$ cat src/rtl/exception_vector_fetch_if.sv
`default_nettype none
// ============================================================================
// Module   : exception_vector_fetch_if
// Brief    : Bus between the exception sequencer and the CPU datapath.
// Revision : 1.0 - initial release
// ============================================================================
interface exception_vector_fetch_if;
  logic        exc_opcode;
  logic        exc_overflow;
  logic        exc_div0;
  logic [31:0] pc_current;
  logic [31:0] mem_data_in;
  logic [2:0]  addr_sel;
  logic        addr_override;
  logic        mem_wr;
  logic [31:0] epc_out;
  logic        epc_write;
  logic [31:0] pc_out;
  logic        pc_write;
  logic        busy;
  logic        done;
  logic [1:0]  cause;

  // master is the sequencer, slave is the datapath/control side
  modport master (
    input  exc_opcode, exc_overflow, exc_div0, pc_current, mem_data_in,
    output addr_sel, addr_override, mem_wr, epc_out, epc_write,
           pc_out, pc_write, busy, done, cause
  );

  modport slave (
    output exc_opcode, exc_overflow, exc_div0, pc_current, mem_data_in,
    input  addr_sel, addr_override, mem_wr, epc_out, epc_write,
           pc_out, pc_write, busy, done, cause
  );
endinterface
`default_nettype wire

$ cat src/rtl/exception_vector_fetch.sv
`default_nettype none
// ============================================================================
// Module   : exception_vector_fetch
// Brief    : Exception sequencer: saves EPC, steers the address mux to vector
//            253/254/255, waits for memory and loads the vector byte into PC.
//            Optional macro EXC_CAUSE_REG_EN exposes the last taken cause.
// Revision : 1.0 - initial release
// ============================================================================
module exception_vector_fetch #(
  parameter int MEM_WAIT = 1
) (
  input  logic                     clk,
  input  logic                     reset,
  exception_vector_fetch_if.master exc_bus
);

  typedef enum logic [2:0] {
    S_IDLE     = 3'd0,
    S_SAVE_EPC = 3'd1,
    S_ADDR     = 3'd2,
    S_WAIT     = 3'd3,
    S_LOAD     = 3'd4,
    S_DONE     = 3'd5
  } state_t;

  localparam logic [3:0]  c_WAIT_LOAD    = 4'(MEM_WAIT - 1);
  localparam logic [1:0]  c_CAUSE_NONE   = 2'b00;
  localparam logic [1:0]  c_CAUSE_OPCODE = 2'b01;
  localparam logic [1:0]  c_CAUSE_OVF    = 2'b10;
  localparam logic [1:0]  c_CAUSE_DIV0   = 2'b11;
  localparam logic [2:0]  c_SEL_NONE     = 3'b000;
  localparam logic [2:0]  c_SEL_253      = 3'b010;
  localparam logic [2:0]  c_SEL_254      = 3'b011;
  localparam logic [2:0]  c_SEL_255      = 3'b100;
  localparam logic [31:0] c_PC_STEP      = 32'd4;

  state_t      state_q, state_d;
  logic [3:0]  cnt_q, cnt_d;
  logic [1:0]  cause_q, cause_d;
  logic [31:0] epc_q, epc_d;
  logic [2:0]  w_vec_sel;
  logic        w_exc_any;
  logic        w_unused_mem_hi;

  always_ff @(posedge clk) begin
    if (reset) begin
      state_q <= S_IDLE;
      cnt_q   <= 4'd0;
      cause_q <= c_CAUSE_NONE;
      epc_q   <= 32'd0;
    end else begin
      state_q <= state_d;
      cnt_q   <= cnt_d;
      cause_q <= cause_d;
      epc_q   <= epc_d;
    end
  end

  always_comb begin
    case (cause_q)
      c_CAUSE_OPCODE: w_vec_sel = c_SEL_253;
      c_CAUSE_OVF:    w_vec_sel = c_SEL_254;
      c_CAUSE_DIV0:   w_vec_sel = c_SEL_255;
      default:        w_vec_sel = c_SEL_NONE;
    endcase
  end

  assign w_exc_any = exc_bus.exc_opcode | exc_bus.exc_overflow | exc_bus.exc_div0;

  always_comb begin
    state_d               = state_q;
    cnt_d                 = cnt_q;
    cause_d               = cause_q;
    epc_d                 = epc_q;
    exc_bus.addr_sel      = c_SEL_NONE;
    exc_bus.addr_override = 1'b0;
    exc_bus.epc_write     = 1'b0;
    exc_bus.pc_out        = 32'd0;
    exc_bus.pc_write      = 1'b0;
    exc_bus.done          = 1'b0;
    case (state_q)
      S_IDLE: begin
        if (w_exc_any) begin
          state_d = S_SAVE_EPC;
          epc_d   = exc_bus.pc_current - c_PC_STEP;
          if (exc_bus.exc_opcode)        cause_d = c_CAUSE_OPCODE;
          else if (exc_bus.exc_overflow) cause_d = c_CAUSE_OVF;
          else                           cause_d = c_CAUSE_DIV0;
        end
      end
      S_SAVE_EPC: begin
        // strobes are masked by reset so an aborted sequence never commits
        exc_bus.epc_write = ~reset;
        state_d           = S_ADDR;
      end
      S_ADDR: begin
        exc_bus.addr_override = 1'b1;
        exc_bus.addr_sel      = w_vec_sel;
        cnt_d                 = c_WAIT_LOAD;
        state_d               = S_WAIT;
      end
      S_WAIT: begin
        exc_bus.addr_override = 1'b1;
        exc_bus.addr_sel      = w_vec_sel;
        if (cnt_q == 4'd0) state_d = S_LOAD;
        else               cnt_d   = cnt_q - 4'd1;
      end
      S_LOAD: begin
        exc_bus.addr_override = 1'b1;
        exc_bus.addr_sel      = w_vec_sel;
        exc_bus.pc_out        = {24'd0, exc_bus.mem_data_in[7:0]};
        exc_bus.pc_write      = ~reset;
        state_d               = S_DONE;
      end
      S_DONE: begin
        exc_bus.done = 1'b1;
        state_d      = S_IDLE;
      end
      default: state_d = S_IDLE;
    endcase
  end

  assign exc_bus.epc_out = epc_q;
  assign exc_bus.busy    = (state_q != S_IDLE);
  assign exc_bus.mem_wr  = 1'b0;

`ifdef EXC_CAUSE_REG_EN
  assign exc_bus.cause = cause_q;
`else
  assign exc_bus.cause = c_CAUSE_NONE;
`endif

  assign w_unused_mem_hi = ^exc_bus.mem_data_in[31:8];

endmodule
`default_nettype wire
$ cat src/flat_wrapper.sv
// flat-port wrapper written by rule: the top's interface ports become plain ports
module exception_vector_fetch_flat 
#(
  parameter int MEM_WAIT = 1
)
  (clk, reset, exc_bus_exc_opcode, exc_bus_exc_overflow, exc_bus_exc_div0, exc_bus_pc_current, exc_bus_mem_data_in, exc_bus_addr_sel, exc_bus_addr_override, exc_bus_mem_wr, exc_bus_epc_out, exc_bus_epc_write, exc_bus_pc_out, exc_bus_pc_write, exc_bus_busy, exc_bus_done, exc_bus_cause);
  exception_vector_fetch_if exc_bus_i ();
  input  logic clk;
  input  logic reset;
  input wire logic [$bits(exc_bus_i.exc_opcode)-1:0] exc_bus_exc_opcode;
  input wire logic [$bits(exc_bus_i.exc_overflow)-1:0] exc_bus_exc_overflow;
  input wire logic [$bits(exc_bus_i.exc_div0)-1:0] exc_bus_exc_div0;
  input wire logic [$bits(exc_bus_i.pc_current)-1:0] exc_bus_pc_current;
  input wire logic [$bits(exc_bus_i.mem_data_in)-1:0] exc_bus_mem_data_in;
  output wire logic [$bits(exc_bus_i.addr_sel)-1:0] exc_bus_addr_sel;
  output wire logic [$bits(exc_bus_i.addr_override)-1:0] exc_bus_addr_override;
  output wire logic [$bits(exc_bus_i.mem_wr)-1:0] exc_bus_mem_wr;
  output wire logic [$bits(exc_bus_i.epc_out)-1:0] exc_bus_epc_out;
  output wire logic [$bits(exc_bus_i.epc_write)-1:0] exc_bus_epc_write;
  output wire logic [$bits(exc_bus_i.pc_out)-1:0] exc_bus_pc_out;
  output wire logic [$bits(exc_bus_i.pc_write)-1:0] exc_bus_pc_write;
  output wire logic [$bits(exc_bus_i.busy)-1:0] exc_bus_busy;
  output wire logic [$bits(exc_bus_i.done)-1:0] exc_bus_done;
  output wire logic [$bits(exc_bus_i.cause)-1:0] exc_bus_cause;
  assign exc_bus_i.exc_opcode = exc_bus_exc_opcode;
  assign exc_bus_i.exc_overflow = exc_bus_exc_overflow;
  assign exc_bus_i.exc_div0 = exc_bus_exc_div0;
  assign exc_bus_i.pc_current = exc_bus_pc_current;
  assign exc_bus_i.mem_data_in = exc_bus_mem_data_in;
  assign exc_bus_addr_sel = exc_bus_i.addr_sel;
  assign exc_bus_addr_override = exc_bus_i.addr_override;
  assign exc_bus_mem_wr = exc_bus_i.mem_wr;
  assign exc_bus_epc_out = exc_bus_i.epc_out;
  assign exc_bus_epc_write = exc_bus_i.epc_write;
  assign exc_bus_pc_out = exc_bus_i.pc_out;
  assign exc_bus_pc_write = exc_bus_i.pc_write;
  assign exc_bus_busy = exc_bus_i.busy;
  assign exc_bus_done = exc_bus_i.done;
  assign exc_bus_cause = exc_bus_i.cause;
  exception_vector_fetch #(.MEM_WAIT(MEM_WAIT)) u_core (.clk(clk), .reset(reset), .exc_bus(exc_bus_i));
endmodule
$ cat config.mk
export PLATFORM = sky130hd
export DESIGN_NAME = exception_vector_fetch_flat
export DESIGN_NICKNAME = d
export VERILOG_FILES = /design/src/rtl/exception_vector_fetch_if.sv /design/src/rtl/exception_vector_fetch.sv /design/src/flat_wrapper.sv
export SDC_FILE = /design/constraint.sdc
export NUM_CORES = 1
export LEC_CHECK = 0
export CAP_MARGIN = 20
export CORE_MARGIN = 2
export CORE_UTILIZATION = 38
export DETAILED_ROUTE_END_ITERATION = 10
export PLACE_DENSITY = 0.81
export SLEW_MARGIN = 20
export SYNTH_ARGS = -nofsm -noshare
export SYNTH_HDL_FRONTEND = slang
export SYNTH_SLANG_ARGS = --single-unit
$ cat constraint.sdc
create_clock -name clk -period 3.05 [get_ports clk]
set_input_delay 0.7625 -clock clk [delete_from_list [all_inputs] [get_ports clk]]
set_output_delay 0.7625 -clock clk [all_outputs]
set_load 0.03 [all_outputs]
==> summary.md, run 1 <==
| Metric | Value |
|---|---|
| Run status | completed |
| Reg power frac | 37.5% |
| HP Start | u_core.exc_bus.epc_out[1] |
| Mapped Cells | 294 |
| CTS clk-pin slew, worst paths | about 0.08 ns |
| Cell depth of the worst setup path | 6 |
| Fin Hold WS | roughly 0.47 ns |
| WP data arrival | around 3.1 ns |
| Ys flop type | dfxtp_1 |
| Worst skew pair latency | 0.29 ns |
| Startpoint Class | input pin |
| Switch share | 34.4% |
| Post-cts sizing count | 0 |
| Synth-to-layout area growth | 46.5% |
| Setup Buffers After CTS | 0 |
| Max Clock Skew | around 0.011 ns |
| CP Max Fanout | 9 |
| Starting Density | about two fifths |
| Worst r2r dst | u_core.exc_bus.epc_out[23] |
| CTS tree | done |
| 1st-iter DRT viols | 74 |
| Unique masters post-synth | 40 |
| H-tree depth | 2 |
| Drt total wl | 6110 µm |
| Hold Buf Count CTS | 0 |
| Fin crit share | 95.6% |
| Clock power frac | a little over a quarter |
| Critical Path RT | 3.27 ns |
| GPL Wtd Cong | around 0.82 |
| Mapped Area | ~2400 µm² |
| Hold crit path type | flop to flop |
| Register area share after synthesis | around a third |
| Async SR Flop Fraction | 0% |
| Hold Crit Depth | 2 |
| Slew Limit Headroom | 49.5% |
| Slew @ Worst Pin | 0.748 ns |
| Worst reg2reg setup slack | roughly 0.97 ns |
| Max-capacitance violation count | 0 |
| Synth Area in Simple Gates | 27.6% |
| CTS sink count | 41 |
| Core area | 6280 µm² |
| Slew Limit Fails | 0 |
| Peak supply drop | 0.255 mV |
| Share of cells above drive strength 1 | roughly a tenth |
| FP Rows | 29 |
| CP Capture Type | flop |
| Total power | 1700 µW |
| Flops & latches, synth | 41 |
| CP Buf/Inv Count | 1 |
| Total congestion overflow | 0 |
| P_sw | 585 µW |
| Crit path largest cell delay | 0.60 ns |
| GRT Overall Usage | between 15 and 20% |
| IO Pins | 144 |
| Die width | 83.9 µm |
| Cell area after layout | 3560 µm² |
| Die Span Y | 83.9 µm |
| Via density | 4.98 |
| Compound-Gate Fraction of Synth Area | 14.6% |
| Total number of vias | approximately 2400 |
| Endpoints failing setup | 0 |
| Cell Chain, Critical Path | clkdlybuf4s50_1 -> or4_4 -> or4b_4 -> nor4_1 -> xnor2_1 -> a211oi_2 |
| Synthesized area per cell | just over 8 µm² |
| First-pass GRT wire length | 9860 µm |
| Hold Violations, Final | 0 |
| Mean routed wirelength per cell | 12.9 µm |
| CP Class | input pin to flop |
| Leak | around 0.0014 µW |
| R2R Path Start | u_core.state_q[2] |
| Synth Area in XOR/XNOR | 9.02% |
| Minimum clock period | 2.91 ns |
| Antenna Nets Post-Route | 0 |
| Logic pwr share | a little over a third |
| Adder-cell area share of the yosys netlist | 2.58% |
| Initial antenna violation count | 0 |
| Main combinational cell family by area after synthesis | simple AND/OR/NAND/NOR gates |
| FF-to-FF path depth | 6 |
| Buffers added on ports | between 90 and 100 |
| Largest delay share family, worst path | simple AND/OR/NAND/NOR gates |
| EDFF count, synth | 0 |
| DP Area | 3440 µm² |
| Worst Hold Path EP | u_core.exc_bus.epc_out[1] |
| Final Net Count | 471 |
| Drt pass-1 iters | 4 |
| Max Freq | ~340 MHz |
| Ys Warns | 0 |
| RSZ-0062 raised after global routing | no |
| Largest net degree at the start of global routing | between 40 and 50 |
| Mux share of post-synthesis cell area | 0% |
| Die Area | 7040 µm² |
| Vias in the first global route | around 2200 |
| CTS Buf Count | 5 |
| Dpl hpwl | 4710 µm |
| Antenna cells | 0 |
| Clock root buffer | clkbuf_8 |
| P_int | 1120 µW |
| Clock Path Buffers | 2 |
| Slowest cell on the critical path | or4b_4 |
| Pwr/cell area | 478 nW/µm² |
| DRC viols | 0 |
## cell type report
| type | instances | area, µm² |
|---|---|---|
| sequential | 41 | 821 |
| inverter | 8 | 30.0 |
| timing repair buffer | 112 | 1080 |
| multi-input combinational | 229 | 1420 |
| fill | 581 | 2720 |
| clock inverter | 1 | 30.0 |
| tap | 77 | 96.3 |
| clock buffer | 7 | 86.3 |
## layout by cell type, fill, tap and decap left out, types with 2 or more instances in the layout
master | Yosys | final
a211oi_1 | 23 | 23
a211oi_2 | 5 | 5
a21oi_1 | 7 | 7
a311oi_1 | 5 | 5
and3_1 | 8 | 8
buf_4 | 27 | 19
clkbuf_8 | 0 | 6
clkdlybuf4s50_1 | 0 | 91
conb_1 | 1 | 27
dfxtp_1 | 41 | 41
ha_1 | 5 | 5
inv_1 | 8 | 8
nand2_1 | 12 | 12
nand2b_1 | 2 | 2
nand3_1 | 3 | 3
nand4b_1 | 3 | 3
nor2_1 | 51 | 50
nor2b_1 | 6 | 6
nor3_1 | 16 | 16
nor4_1 | 8 | 8
nor4b_1 | 2 | 2
o21ai_0 | 3 | 3
or3_1 | 2 | 2
or3_2 | 2 | 2
xnor2_1 | 19 | 19
xor2_1 | 6 | 6
## stage by stage
| stage | cells | TNS [ns] | worst slack, ns | utilization (%) |
|---|---|---|---|---|
| after floorplan | 320 | 0 | 0.345 | - |
| after global placement | 467 | -1.03 | -0.159 | 54.8 |
| after detailed placement | 467 | -1.12 | -0.167 | 54.8 |
| after CTS | 475 | 0 | 0.138 | 56.7 |
| after global routing | 475 | 0 | 0.0355 | 56.7 |
| final | 475 | 0 | 0.135 | 56.7 |
## power groups by stage
stage | clock network [µW] | logic, µW | registers, µW
after detailed placement | 0 | 608 | 651
final | 458 | 605 | 638
after floorplan | 0 | 267 | 755
after global routing | 484 | 647 | 647
after global placement | 0 | 599 | 648
after CTS | 470 | 609 | 639
## flip-flops by register name, summed over array words and instances, names as in the netlist
register / flops
u_core.cause_q: 2
u_core.cnt_q: 4
u_core.exc_bus.epc_out: 32
u_core.state_q: 3
## how the worst max path moves through the flow
stage | start | end | slack, ns
finish | exc_bus_pc_current[2] | u_core.exc_bus.epc_out[31] | 0.14
global placement | exc_bus_pc_current[2] | u_core.exc_bus.epc_out[31] | -0.16
detailed placement | exc_bus_pc_current[2] | u_core.exc_bus.epc_out[31] | -0.17
global route | exc_bus_pc_current[2] | u_core.exc_bus.epc_out[31] | 0.04
floorplan | reset | exc_bus_epc_write | 0.35
CTS | exc_bus_pc_current[2] | u_core.exc_bus.epc_out[31] | 0.14
## synth_stat cells (2+ instances only)
cell type | number | area (µm²)
nor2_1 | 51 | 191
dfxtp_1 | 41 | 821
buf_4 | 27 | 203
a211oi_1 | 23 | 173
xnor2_1 | 19 | 166
nor3_1 | 16 | 80.1
clkbuf_1 | 14 | 52.6
nand2_1 | 12 | 45.0
and3_1 | 8 | 50.1
inv_1 | 8 | 30.0
nor4_1 | 8 | 50.1
a21oi_1 | 7 | 35.0
nor2b_1 | 6 | 37.5
xor2_1 | 6 | 52.6
a211oi_2 | 5 | 62.6
a311oi_1 | 5 | 43.8
ha_1 | 5 | 62.6
nand3_1 | 3 | 15.0
nand4b_1 | 3 | 26.3
o21ai_0 | 3 | 15.0
nand2b_1 | 2 | 12.5
nor4b_1 | 2 | 17.5
or3_1 | 2 | 12.5
or3_2 | 2 | 15.0
## kinds of logic after synthesis
family          count (synthesis)
fa+ha+maj                       5
other cells                     1
flops                          41
buf+inv                        50
compound gates                 46
simple gates                  126
xor+xnor                       25
## tightest hold or removal path: cells and delay by family (launching register included)
family,cells,cell delay [ns]
DFF,1,0.32
and+or+nand+nor,1,0.06
AOI/OAI and AO/OA,1,0.05
## layer usage
layer | wire (µm) | GRT usage [%] | vias to the layer above
met3 | 436 | 4.65 | 7
met1 | 2580 | 19.3 | 1087
met2 | 3030 | 30.9 | 85
met5 | 0 | 0 | -
met4 | 58 | 3.96 | 0
li1 | - | - | 1185
Note: power is estimated with default switching activity, not from simulation.
==> run 2: changes to the inputs <==
--- a/config.mk
+++ b/config.mk
@@ -8,6 +8,7 @@
 export CAP_MARGIN = 20
 export CORE_MARGIN = 2
 export CORE_UTILIZATION = 38
+export CTS_CLUSTER_DIAMETER = 200
 export DETAILED_ROUTE_END_ITERATION = 10
 export PLACE_DENSITY = 0.81
 export SLEW_MARGIN = 20
==> results of run 2 <==
Same layout as run 1: the final DEF is identical, and so are final timing and power.
